File: config.mk
export PLATFORM = sky130hd
export DESIGN_NAME = udc_cfg_sequencer
export DESIGN_NICKNAME = d
export VERILOG_FILES = /design/src/rtl/udc_pkg.sv /design/src/rtl/udc_rr_arb2.sv /design/src/rtl/udc_cfg_sequencer.sv
export SDC_FILE = /design/constraint.sdc
export NUM_CORES = 1
export LEC_CHECK = 0
export CAP_MARGIN = 10
export CELL_PAD_IN_SITES_DETAIL_PLACEMENT = 1
export CELL_PAD_IN_SITES_GLOBAL_PLACEMENT = 2
export CORE_AREA = 2 2 124 126
export DETAILED_ROUTE_END_ITERATION = 8
export DIE_AREA = 0 0 126 128
export HOLD_SLACK_MARGIN = 0.12
export PLACE_DENSITY = 0.85
export SYNTH_ARGS = -nofsm -noshare
export SYNTH_HDL_FRONTEND = slang
export SYNTH_SLANG_ARGS = --single-unit
File: constraint.sdc
create_clock -name clk -period 4.4 [get_ports clk]
set_input_delay 0.44 -clock clk [delete_from_list [all_inputs] [get_ports clk]]
set_output_delay 0.44 -clock clk [all_outputs]
set_load 0.01 [all_outputs]
File: src/rtl/udc_pkg.sv
// Shared definitions for the up/down counter configuration sequencer.
// Register addresses, fail codes, FSM states and config field layout.
package udc_pkg;

    localparam logic [1:0] PLR_A = 2'd0;
    localparam logic [1:0] ULR_A = 2'd1;
    localparam logic [1:0] LLR_A = 2'd2;
    localparam logic [1:0] CCR_A = 2'd3;

    localparam logic [1:0] FC_PRECHECK = 2'd0;
    localparam logic [1:0] FC_READBACK = 2'd1;
    localparam logic [1:0] FC_CNT_ERR  = 2'd2;
    localparam logic [1:0] FC_TIMEOUT  = 2'd3;

    localparam int unsigned PLR_LSB = 0;
    localparam int unsigned ULR_LSB = 8;
    localparam int unsigned LLR_LSB = 16;
    localparam int unsigned CCR_LSB = 24;

    typedef enum logic [3:0] {
        StIdle,
        StGrant,
        StCrst,
        StWrite,
        StRead,
        StCheck,
        StStart,
        StRun,
        StDone,
        StFail
    } state_e;

    function automatic logic [7:0] cfg_field(input logic [31:0] cfg, input logic [1:0] addr);
        logic [7:0] f;
        case (addr)
            PLR_A:   f = cfg[PLR_LSB +: 8];
            ULR_A:   f = cfg[ULR_LSB +: 8];
            LLR_A:   f = cfg[LLR_LSB +: 8];
            default: f = cfg[CCR_LSB +: 8];
        endcase
        return f;
    endfunction

    // A config is only worth loading if the preload lies within the limits
    // and the cycle count is non-zero.
    function automatic logic precheck_ok(input logic [31:0] cfg);
        return (cfg[LLR_LSB +: 8] <= cfg[PLR_LSB +: 8]) &&
               (cfg[PLR_LSB +: 8] <= cfg[ULR_LSB +: 8]) &&
               (cfg[CCR_LSB +: 8] != 8'd0);
    endfunction

endpackage

File: src/rtl/udc_rr_arb2.sv
// Two-requester round-robin arbiter. The last-winner pointer only moves on
// the update strobe, so the grant stays stable for a whole session.
module udc_rr_arb2 (
    input  logic       clk_i,
    input  logic       rst_ni,
    input  logic [1:0] req_i,
    input  logic       upd_i,
    input  logic       upd_idx_i,
    output logic [1:0] gnt_o,
    output logic       gnt_idx_o
);

    logic last_q;

    // Reset value 1 makes requester 0 win the first tie.
    always_ff @(posedge clk_i) begin
        if (!rst_ni) begin
            last_q <= 1'b1;
        end else if (upd_i) begin
            last_q <= upd_idx_i;
        end
    end

    always_comb begin
        gnt_idx_o = (req_i == 2'b11) ? ~last_q : req_i[1];
        gnt_o     = 2'b00;
        if (req_i != 2'b00) begin
            gnt_o[gnt_idx_o] = 1'b1;
        end
    end

endmodule

File: src/rtl/udc_cfg_sequencer.sv
// Bus-master sequencer: grants one of two requesters, loads and verifies the
// counter registers, starts a count cycle and reports done or fail.
module udc_cfg_sequencer
    import udc_pkg::*;
#(
    parameter int unsigned TIMEOUT = 4096,
    parameter int unsigned GAP     = 1
) (
    input  logic        clk,
    input  logic        reset,
    input  logic [1:0]  req,
    input  logic [31:0] cfg0,
    input  logic [31:0] cfg1,
    output logic [1:0]  gnt,
    output logic [1:0]  done,
    output logic [1:0]  fail,
    output logic [1:0]  fail_code,
    output logic        busy,
    output logic        cnt_rst_n,
    output logic        cnt_ncs,
    output logic        cnt_nwr,
    output logic        cnt_nrd,
    output logic [1:0]  cnt_a,
    output logic [7:0]  cnt_dout,
    output logic        cnt_oe,
    input  logic [7:0]  cnt_din,
    output logic        cnt_start,
    input  logic        cnt_err,
    input  logic        cnt_ec
);

    localparam int unsigned   TW        = $clog2(TIMEOUT + 1);
    localparam logic [TW-1:0] TimerLast = TW'(TIMEOUT - 1);
    localparam logic [2:0]    WrLast    = 3'(GAP);
    localparam logic [2:0]    RdLast    = 3'(GAP + 1);

    state_e        state_q;
    logic [1:0]    gnt_q;
    logic [1:0]    done_q;
    logic [1:0]    fail_q;
    logic [1:0]    fail_code_q;
    logic          busy_q;
    logic          rst_n_q;
    logic          ncs_q;
    logic          nwr_q;
    logic          nrd_q;
    logic [1:0]    a_q;
    logic [7:0]    dout_q;
    logic          oe_q;
    logic          start_q;
    logic [31:0]   shadow_q;
    logic          widx_q;
    logic [2:0]    phase_q;
    logic [TW-1:0] timer_q;

    logic [1:0]    arb_gnt;
    logic          arb_idx;
    logic          arb_upd;

    logic          fin_done;
    logic          fin_fail;
    logic [1:0]    fin_code;

    assign arb_upd = (state_q == StDone) || (state_q == StFail);

    udc_rr_arb2 u_arb (
        .clk_i     (clk),
        .rst_ni    (reset),
        .req_i     (req),
        .upd_i     (arb_upd),
        .upd_idx_i (widx_q),
        .gnt_o     (arb_gnt),
        .gnt_idx_o (arb_idx)
    );

    // Session-ending conditions; they override the normal progression below.
    always_comb begin
        fin_done = 1'b0;
        fin_fail = 1'b0;
        fin_code = FC_PRECHECK;
        unique case (state_q)
            StGrant: begin
                if (!precheck_ok(shadow_q)) begin
                    fin_fail = 1'b1;
                end
            end
            StRead: begin
                if ((phase_q == 3'd1) && (cnt_din != cfg_field(shadow_q, a_q))) begin
                    fin_fail = 1'b1;
                    fin_code = FC_READBACK;
                end
            end
            StCheck: begin
                if (cnt_err) begin
                    fin_fail = 1'b1;
                    fin_code = FC_CNT_ERR;
                end
            end
            StRun: begin
                if (cnt_ec) begin
                    fin_done = 1'b1;
                end else if (cnt_err) begin
                    fin_fail = 1'b1;
                    fin_code = FC_CNT_ERR;
                end else if (timer_q == TimerLast) begin
                    fin_fail = 1'b1;
                    fin_code = FC_TIMEOUT;
                end
            end
            default: ;
        endcase
    end

    always_ff @(posedge clk) begin
        if (!reset) begin
            state_q     <= StIdle;
            gnt_q       <= 2'b00;
            done_q      <= 2'b00;
            fail_q      <= 2'b00;
            fail_code_q <= FC_PRECHECK;
            busy_q      <= 1'b0;
            rst_n_q     <= 1'b1;
            ncs_q       <= 1'b1;
            nwr_q       <= 1'b1;
            nrd_q       <= 1'b1;
            a_q         <= PLR_A;
            dout_q      <= 8'd0;
            oe_q        <= 1'b0;
            start_q     <= 1'b0;
            shadow_q    <= 32'd0;
            widx_q      <= 1'b0;
            phase_q     <= 3'd0;
            timer_q     <= '0;
        end else begin
            done_q  <= 2'b00;
            fail_q  <= 2'b00;
            start_q <= 1'b0;
            rst_n_q <= 1'b1;
            unique case (state_q)
                StIdle: begin
                    if (|req) begin
                        state_q  <= StGrant;
                        gnt_q    <= arb_gnt;
                        widx_q   <= arb_idx;
                        busy_q   <= 1'b1;
                        shadow_q <= arb_idx ? cfg1 : cfg0;
                    end
                end
                StGrant: begin
                    state_q <= StCrst;
                    rst_n_q <= 1'b0;
                    ncs_q   <= 1'b0;
                end
                StCrst: begin
                    state_q <= StWrite;
                    phase_q <= 3'd0;
                    a_q     <= PLR_A;
                    dout_q  <= cfg_field(shadow_q, PLR_A);
                    nwr_q   <= 1'b0;
                    oe_q    <= 1'b1;
                end
                StWrite: begin
                    // Phase 0 is the strobe cycle, phases 1..GAP are bus idle.
                    if (phase_q != WrLast) begin
                        phase_q <= phase_q + 3'd1;
                        nwr_q   <= 1'b1;
                        oe_q    <= 1'b0;
                    end else if (a_q == CCR_A) begin
                        state_q <= StRead;
                        phase_q <= 3'd0;
                        a_q     <= PLR_A;
                        dout_q  <= 8'd0;
                        nrd_q   <= 1'b0;
                    end else begin
                        phase_q <= 3'd0;
                        a_q     <= a_q + 2'd1;
                        dout_q  <= cfg_field(shadow_q, a_q + 2'd1);
                        nwr_q   <= 1'b0;
                        oe_q    <= 1'b1;
                    end
                end
                StRead: begin
                    // Phases 0..1 hold the read strobe, 2..GAP+1 are bus idle.
                    if (phase_q == 3'd1) begin
                        nrd_q   <= 1'b1;
                        phase_q <= 3'd2;
                    end else if (phase_q != RdLast) begin
                        phase_q <= phase_q + 3'd1;
                    end else if (a_q == CCR_A) begin
                        state_q <= StCheck;
                    end else begin
                        a_q     <= a_q + 2'd1;
                        nrd_q   <= 1'b0;
                        phase_q <= 3'd0;
                    end
                end
                StCheck: begin
                    state_q <= StStart;
                    start_q <= 1'b1;
                end
                StStart: begin
                    state_q <= StRun;
                    timer_q <= '0;
                end
                StRun: begin
                    timer_q <= timer_q + TW'(1);
                end
                StDone, StFail: begin
                    state_q     <= StIdle;
                    gnt_q       <= 2'b00;
                    busy_q      <= 1'b0;
                    fail_code_q <= FC_PRECHECK;
                end
                default: begin
                    state_q <= StIdle;
                end
            endcase

            if (fin_done || fin_fail) begin
                state_q     <= fin_done ? StDone : StFail;
                done_q      <= fin_done ? gnt_q : 2'b00;
                fail_q      <= fin_fail ? gnt_q : 2'b00;
                fail_code_q <= fin_code;
                rst_n_q     <= 1'b1;
                ncs_q       <= 1'b1;
                nwr_q       <= 1'b1;
                nrd_q       <= 1'b1;
                oe_q        <= 1'b0;
                a_q         <= PLR_A;
                dout_q      <= 8'd0;
                start_q     <= 1'b0;
            end
        end
    end

    assign gnt       = gnt_q;
    assign done      = done_q;
    assign fail      = fail_q;
    assign fail_code = fail_code_q;
    assign busy      = busy_q;
    assign cnt_rst_n = rst_n_q;
    assign cnt_ncs   = ncs_q;
    assign cnt_nwr   = nwr_q;
    assign cnt_nrd   = nrd_q;
    assign cnt_a     = a_q;
    assign cnt_dout  = dout_q;
    assign cnt_oe    = oe_q;
    assign cnt_start = start_q;

endmodule

### After elaboration in Yosys (flattened, before gate mapping)

Index checks and enable logic that the tools add are counted.

| word-level totals | value |
|---|---|
| register bits after elaboration | 79 |
| logic and storage cells | 161 |
| bits of input ports | 78 |

| cells by class | value |
|---|---|
| bitwise gates (word level) | 2 |
| multiplexer cells | 66 |
| reductions and logical operators | 30 |
| $lt $le $gt $ge | 4 |
| add/subtract/negate cells | 3 |
| equal/unequal tests | 37 |

Operator list:

| operator | count |
|---|---|
| 8-bit one-hot mux with 3 select lines | 2 |
| 32-bit two-way mux | 1 |
| 4-bit one-hot mux with 8 select lines | 1 |
| 4-bit two-way mux | 7 |
| 3-bit != test (second input constant) | 9 |
| 2-bit two-way mux | 13 |
| 13-bit one-hot mux with 2 select lines | 1 |
| 8-bit two-way mux | 3 |
| 1-bit two-way mux | 23 |
| 4-bit by 3-bit equality test with 1-bit output (second input constant) | 4 |
| 8-bit <= comparator | 2 |
| 8-bit one-hot mux with 2 select lines | 1 |
| 2-bit != test (second input constant) | 7 |
| 13-bit by 1-bit adder with 13-bit output (second input constant) | 1 |
| 13-bit by 12-bit equality test with 1-bit output (second input constant) | 1 |
| 3-bit two-way mux | 4 |
| 2-bit one-hot mux with 3 select lines | 2 |
| 2-bit nonzero test | 6 |
| 2-bit AND reduction | 5 |
| 5-bit AND reduction | 2 |
| 3-bit one-hot mux with 3 select lines | 1 |
| 2-bit equality test (second input constant) | 4 |
| 4-bit by 2-bit equality test with 1-bit output (second input constant) | 2 |
| 4-bit equality test (second input constant) | 2 |
| other kinds (25) | 38 |

### Depth between registers and ports, before layout

Gate-level depths: netlist (run 1).

| depth | value |
|---|---|
| word-level depth | 10 |
| depth in mapped cells | 12 |

### Hierarchy

Synthesis (run 1) repeated with hierarchy kept, for this count alone.

| second synthesis, totals | value |
|---|---|
| cell total of the unflattened synthesis | 562 |
| area total of the unflattened synthesis | 4753.3 um^2 |

Modules (own cells, without submodules):

| module | area an instance (um^2) | cells an instance | times used |
|---|---|---|---|
| udc_cfg_sequencer | 4690.7 | 555 | 1 |
| udc_rr_arb2 | 62.6 | 7 | 1 |

### Worst setup path after synthesis (run 1)

OpenSTA, ideal clock, no wires.

| path | value |
|---|---|
| path kind | flip-flop to flip-flop |
| from | reg a_q[0] (netlist: cnt_a[0]) |
| to | reg nrd_q (netlist: cnt_nrd) |
| setup slack | 1.986 ns |
| path buffers | 2 |
| library setup time | 0.127 ns |
| stages on the path, launching flop included | 12 |
| clock period less this slack | 2.414 ns |
| arrival | 2.287 ns |
| cells stage by stage | dfxtp_1 inv_1 ha_1 buf_6 a222oi_1 a21oi_1 xnor2_1 nand4_1 o21ai_2 nand2b_1 buf_6 or3_1 |

| between the ends | value |
|---|---|
| cells in the longest elaborated chain, start to end | 9 |
| elaborated cells between the ends (all ways) | 15 |

RTL lines:

| item | line | source |
|---|---|---|
| from (decl) | udc_cfg_sequencer.sv:47 | `logic [1:0] a_q;` |
| from (signal assigned) | udc_cfg_sequencer.sv:176 | `a_q <= a_q + 2'd1;` |
| from (signal assigned) | udc_cfg_sequencer.sv:192 | `a_q <= a_q + 2'd1;` |
| 2-bit equality test (tied with other cells) | udc_pkg.sv:35 | `case (addr)` |
| 8-bit one-hot mux with 3 select lines | udc_pkg.sv:35 |  |
| 8-bit two-way mux | udc_cfg_sequencer.sv:81 | `unique case (state_q)` |
| 8-bit != test | udc_cfg_sequencer.sv:88 | `if ((phase_q == 3'd1) && (cnt_din != cfg_field(shadow_q, a_q))) begin` |
| 1-bit logical AND | udc_cfg_sequencer.sv:88 |  |
| 1-bit two-way mux | udc_cfg_sequencer.sv:88 |  |
| 1-bit one-hot mux with 4 select lines | udc_cfg_sequencer.sv:81 |  |
| 1-bit logical OR | udc_cfg_sequencer.sv:219 | `if (fin_done \|\| fin_fail) begin` |
| 2-bit OR reduction (no source line) | n/a |  |
| to (signal assigned) | udc_cfg_sequencer.sv:125 | `nrd_q <= 1'b1;` |
| to (signal assigned) | udc_cfg_sequencer.sv:193 | `nrd_q <= 1'b0;` |
| to (signal assigned) | udc_cfg_sequencer.sv:227 | `nrd_q <= 1'b1;` |
| to (decl) | udc_cfg_sequencer.sv:46 | `logic nrd_q;` |

Several ways; a longest one is shown, not always the timed one. The select of a mux whose other input is x is not followed.
A chain may end at the register's enable or synchronous reset.

### Worst setup path in the final report (run 1)

Same ends and word-level chain as after synthesis.

==> impl_metrics.json, run 1 <==
{
  "max-cap-violations": 0,
  "syn_nets": 656,
  "max-slew-margin-rel_pct": 49.0,
  "ctsHoldBuffers": 0,
  "cts_buffers": 9,
  "ctsResizeCount": 0,
  "start_kind": "flip-flop",
  "final_antenna_net_count": 0,
  "synth_most_common_cell": "dfxtp_1",
  "track_usage_pct": 17.8,
  "yosysTopAreaCell": "dfxtp_1",
  "synth-edff-count": 0,
  "place_congestion": 0.883,
  "ios": 103,
  "wirelength_microns": 14300,
  "wl_met3_microns": 567,
  "p_leak_nw": 2.14,
  "firstDrtPassIters": 8,
  "final_nets": 739,
  "dp_hpwl_microns": 11000,
  "p_total_w": 0.00322,
  "cts_tree": "done",
  "area_delta_synth_final_pct": 32.0,
  "grt-ovfl-total": 0,
  "synthCells": 555,
  "max_freq_ghz": 0.309,
  "synth_ff_type": "dfxtp_1",
  "synth_area_leaders": "dfxtp_1 (35%), mux2i_1 (7.5%), ha_1 (6.4%), nor2_1 (6.2%), a211oi_1 (5.5%)",
  "synthAdderAreaFrac_pct": 6.38,
  "synth.distinct_cells": 51,
  "antenna_found_initial": 0,
  "worstMarginPinSlew_ns": 0.765,
  "synth_compound_area_share_pct": 22.1,
  "row_count": 45,
  "slew_violations": 0,
  "avgViaCountPerCell": 5.38,
  "clock-sinks": 79,
  "grt_pass1_wl_microns": 23100,
  "start_util_pct": 30.3,
  "setup_tns_ns": 0,
  "cp.required_ns": 4.62,
  "synth_seq_cells": 79,
  "rsz0062_at_grt": "false",
  "htreeDepth": 3,
  "status": "complete, no violations",
  "hold_slack_ns": 0.480,
  "syn_avg_cell_area_sq_um": 8.12,
  "fill_cells": 1787,
  "drt_iter0_markers": 262,
  "cts_root_buffer": "clkbuf_16",
  "grt_pass1_vias": 4590,
  "dr.max_layer_used": "met4",
  "route.met2.wl_microns": 7250,
  "hold_viol": 0,
  "clkSlewWorstSetupHoldPaths_ns": 0.07,
  "syn_area_sq_um": 4510,
  "fin_skew_ns": 0.00896,
  "die_area_sq_um": 16100,
  "yosys.area_share.simple_pct": 21.3,
  "synth.area.mux_share_pct": 7.55,
  "cp-end-kind": "flip-flop",
  "port_buffers": 102,
  "synth_xor_area_share_pct": 1.94,
  "met1_length_microns": 6140,
  "grt_max_degree": 70,
  "drive_gt1_share_pct": 4.51,
  "crit_path_max_fanout": 18,
  "post_drt_wl_per_cell_microns": 17.2,
  "core_sq_um": 14900,
  "synth_common_cells": "dfxtp_1 (79), nor2_1 (74), nand2_1 (47), a21oi_1 (40), mux2i_1 (34)",
  "cp_data_arrival_time_ns": 3.45,
  "drcViolationCount": 0,
  "period_share_pct": 73.6,
  "irDropWorstVdd_v": 0.000281,
  "clkLatencyLatePin_ns": 0.34,
  "hp-class": "flip-flop to flip-flop",
  "setup_viol": 0,
  "crit_type": "flip-flop to flip-flop",
  "yosysSeqAreaShare_pct": 35.1,
  "period_needed_ns": 3.24,
  "synth_top_family_by_area": "compound AO/OA/AOI/OAI gates",
  "synth_top_area_share_pct": 35.1,
  "diodes": 0,
  "vias": 4468,
  "die_w_microns": 126,
  "cts_setup_buffers": 0,
  "ys_warn_count": 0,
  "dieHeight_microns": 128,
  "power_density_nw_per_um2": 541,
  "cts_buffer_depth": 2,
  "async_flop_share_pct": 0
}
-- layer usage --
metal	vias up	GRT usage, %
met5	-	0
met4	0	6.40
met3	24	3.21
met2	124	32.1
met1	2131	21.3
li1	2189	-
-- state kept, by name, summed over array words and instances, names as in the netlist --
name and cells:
busy 1, cnt_a 2, cnt_dout 8, cnt_ncs 1, cnt_nrd 1, cnt_nwr 1
cnt_oe 1, cnt_rst_n 1, cnt_start 1, done 2, fail 2, fail_code 2
gnt 2, phase_q 3, shadow_q 32, state_q 4, timer_q 13, u_arb.last_q 1
widx_q 1
-- metrics by stage --
stage               util, %  setup WS [ns]  area, sq um  instances
floorplan                 -           1.99         4510        555
finish                 40.1           1.16         5950        831
CTS                    40.1           1.15         5950        831
detailed placement     38.0           1.19         5650        815
global route           40.1          0.831         5950        831
global placement       38.0           1.43         5650        815
-- path summary, 6_finish.rpt --
kind	startpoint	to	slack, ns	cells past startpoint
min	gnt[1]	done[1]	0.48	2
min reg2reg	gnt[1]	done[1]	0.48	2
max reg2reg	cnt_a[0]	cnt_nrd	1.16	8
max	cnt_a[0]	cnt_nrd	1.16	8
-- cell type report --
cell class	count	area (sq um)	share of cell area [%]
multi-input cells	418	2690	45.2
flip-flops and latches	79	1580	26.6
repair buffers	106	1050	17.7
well taps	188	235	3.95
clock buffers	9	225	3.78
inverters	24	90.1	1.51
clock inverters	7	78.8	1.32
-- worst max-delay path: stages, from the launching register on --
cell	delay (ns)
dfxtp_1	0.46
ha_1	0.48
clkinv_1	0.41
a21oi_1	0.28
xnor2_1	0.14
nand4_1	0.16
o21ai_2	0.21
nand2b_1	0.44
or3_1	0.51
-- cell usage in the layout, fill, tap and decap left out, types with 3 or more instances in the layout --
| cell | synthesis | final |
|---|---|---|
| dfxtp_1 | 79 | 79 |
| clkbuf_16 | 0 | 9 |
| clkdlybuf4s50_1 | 0 | 102 |
| buf_4 | 0 | 4 |
| nor4_1 | 5 | 5 |
| nor2b_1 | 13 | 13 |
| ha_1 | 23 | 23 |
| a22oi_1 | 8 | 8 |
| and2_1 | 3 | 3 |
| nand2b_1 | 4 | 4 |
| nor3_1 | 21 | 21 |
| nand4_1 | 8 | 8 |
| xnor2_1 | 10 | 10 |
| clkinvlp_4 | 0 | 3 |
| o21ai_0 | 24 | 24 |
| nor3b_1 | 4 | 4 |
| a21oi_1 | 40 | 40 |
| o21a_1 | 5 | 5 |
| or3_1 | 4 | 4 |
| inv_1 | 23 | 23 |
| a211oi_1 | 33 | 33 |
| nand2_1 | 47 | 47 |
| a222oi_1 | 16 | 16 |
| inv_6 | 0 | 3 |
| nand3_1 | 11 | 11 |
| nor2_1 | 74 | 73 |
| mux2i_1 | 34 | 34 |
-- cell families after synthesis --
logic type	after synthesis
xor gates and xnor gates	10
and+or+nand+nor	205
DFF	79
adders and majority gates	23
buffers and inverters	58
muxes	34
AOI/OAI and AO/OA	146
-- power breakdown --
| part | switching (W) | internal [W] |
|---|---|---|
| sequential | 0.000257 | 0.000891 |
| combinational | 0.000723 | 0.000581 |
| clock | 0.000322 | 0.000446 |
No activity file was read; power rests on OpenSTA's default activity.
==> run 2, diff against run 1 <==
CORE_AREA = 2 2 135 137   (was 2 2 124 126)
DIE_AREA = 0 0 137 139   (was 0 0 126 128)
PLACE_DENSITY = 0.76   (was 0.85)
clock period = 2.95 ns   (was 4.4 ns; I/O delays follow)
==> impl_metrics.json, run 2 (synthesized netlist as in run 1, its figures left out) <==
{
  "status": "complete, no violations",
  "setup_viol": 0,
  "start_util_pct": 25.5,
  "avgViaCountPerCell": 5.09,
  "firstDrtPassIters": 6,
  "crit_path_max_fanout": 10,
  "cp_slowest_stage_delay_ns": 0.47,
  "crit_slowest_cell": "dfxtp_1",
  "die_w_microns": 137,
  "cp.required_ns": 3.17,
  "clkSlewWorstSetupHoldPaths_ns": 0.06,
  "core_sq_um": 17700,
  "post-route-util_pct": 34.7,
  "path_cells": "ha_1 -> clkinv_1 -> a21oi_1 -> xnor2_1 -> nand4_1 -> o21ai_2 -> nand2b_2 -> or3_1",
  "period_share_pct": 89.0,
  "fill_cells": 2078,
  "ctsHoldBuffers": 0,
  "drive_gt1_share_pct": 6.30,
  "final_cell_mix": "clkdlybuf4s50_1 (102), dfxtp_1 (78), nor2_1 (73)",
  "diodes": 0,
  "row_count": 49,
  "irDropWorstVdd_v": 0.000309,
  "wirelength_microns": 14800,
  "cts_root_buffer": "clkbuf_16",
  "period_needed_ns": 2.63,
  "antenna_found_initial": 0,
  "area_delta_synth_final_pct": 35.7,
  "htreeDepth": 3,
  "grt-ovfl-total": 0,
  "cp-end-kind": "flip-flop",
  "slew_violations": 0,
  "max-slew-margin-rel_pct": 58.6,
  "grt_pass1_wl_microns": 23900,
  "clock-sinks": 79,
  "port_buffers": 102,
  "track_usage_pct": 15.8,
  "regMostFlops": "shadow_q",
  "hold_slack_ns": 0.470,
  "hp-class": "flip-flop to flip-flop",
  "grt_max_degree": 70,
  "worstMarginPinSlew_ns": 0.618,
  "cp_data_arrival_time_ns": 2.85,
  "dp_hpwl_microns": 11600,
  "cts_tree": "done",
  "max_freq_ghz": 0.381,
  "hold_viol": 0,
  "cts_buffers": 9,
  "drcViolationCount": 0,
  "cp_num_buf_inv": 1,
  "final_common_cell": "clkdlybuf4s50_1",
  "largest_reg_flops": 32,
  "fin_skew_ns": 0.00600,
  "rsz0062_at_grt": "false",
  "ios": 103,
  "power_density_nw_per_um2": 799,
  "cts_setup_buffers": 0,
  "setup_tns_ns": 0,
  "die_area_sq_um": 19000,
  "p_total_w": 0.00489,
  "vias": 4476,
  "place_congestion": 0.940,
  "final_nets": 750,
  "dieHeight_microns": 139,
  "final_area_sq_um": 6120,
  "p_leak_nw": 2.21,
  "critPathTopFamily": "simple AND/OR/NAND/NOR gates",
  "crit_type": "flip-flop to flip-flop",
  "cts_buffer_depth": 2,
  "place_area_sq_um": 5820,
  "clkLatencyLatePin_ns": 0.34,
  "grt_pass1_vias": 4711,
  "start_kind": "flip-flop",
  "drt_iter0_markers": 299,
  "final_antenna_net_count": 0,
  "post_drt_wl_per_cell_microns": 16.9,
  "max-cap-violations": 0
}
[run 2: changes by cell type in the layout (fill, tap and decap cells not counted)]
cell / before / now
buf_12: 0 / 3
clkbuf_1: 0 / 1
nand2b_2: 0 / 1
dfxtp_1: 79 / 78
dfxtp_2: 0 / 1
nor2b_1: 13 / 12
nor2b_2: 0 / 1
inv_6: 3 / 0
nand2b_1: 4 / 3
ha_2: 0 / 2
clkbuf_8: 0 / 2
clkinvlp_4: 3 / 0
ha_1: 23 / 21
buf_4: 4 / 12
[run 2: routing by layer]
layer  vias up  GRT usage, %  part of all wire (%)
met3        22          3.36                   4.1
met2       113          27.6                    50
met1      2131          19.2                    44
met5         -             0                     0
li1       2210             -                     -
met4         0          4.61                   2.1
[run 2: what timing repair did]
item	4_1_cts	5_1_grt
hold endpoints to repair	0	0
gates resized for setup	0	5
endpoints found under the setup margin	0	21
[run 2: through the flow]
stage	cells	worst slack [ns]
2_1_floorplan	555	0.536
3_3_place_gp	867	0.411
3_5_place_dp	867	0.142
4_1_cts	880	0.133
5_1_grt	880	0.0680
6_report	880	0.323
[run 2: cell type report]
type                       instances  area [sq um]  share of cell area [%]
sequential                        79          1580                    25.9
timing repair buffer             117          1170                    19.1
multi-input combinational        418          2700                    44.2
tap                              229           287                    4.68
clock inverter                     1          30.0                   0.491
inverter                          24          90.1                    1.47
clock buffer                      12           256                    4.19
[run 2: worst register-to-register path: stages (launching register included)]
cell      delay (ns)
dfxtp_1         0.47
ha_1            0.33
clkinv_1        0.34
a21oi_1         0.28
xnor2_1         0.15
nand4_1         0.18
o21ai_2         0.23
nand2b_2        0.15
or3_1           0.38
[run 2: final timing paths]
check,cells after the start,endpoint,start,slack (ns)
worst max-delay path,8,cnt_nwr,cnt_a[1],0.32
worst min-delay path,2,timer_q[1],timer_q[1],0.47
worst max register to register,8,cnt_nwr,cnt_a[1],0.32
worst min register to register,2,timer_q[1],timer_q[1],0.47
[run 2: where the power goes]
| part | switching (W) | total [W] | internal (W) | leakage [nW] |
|---|---|---|---|---|
| Clock | 0.000415 | 0.00110 | 0.000688 | 0.141 |
| Sequential | 0.000359 | 0.00169 | 0.00133 | 0.647 |
| Combinational | 0.00113 | 0.00210 | 0.000965 | 1.42 |
| Total | 0.00191 | 0.00489 | 0.00298 | 2.21 |
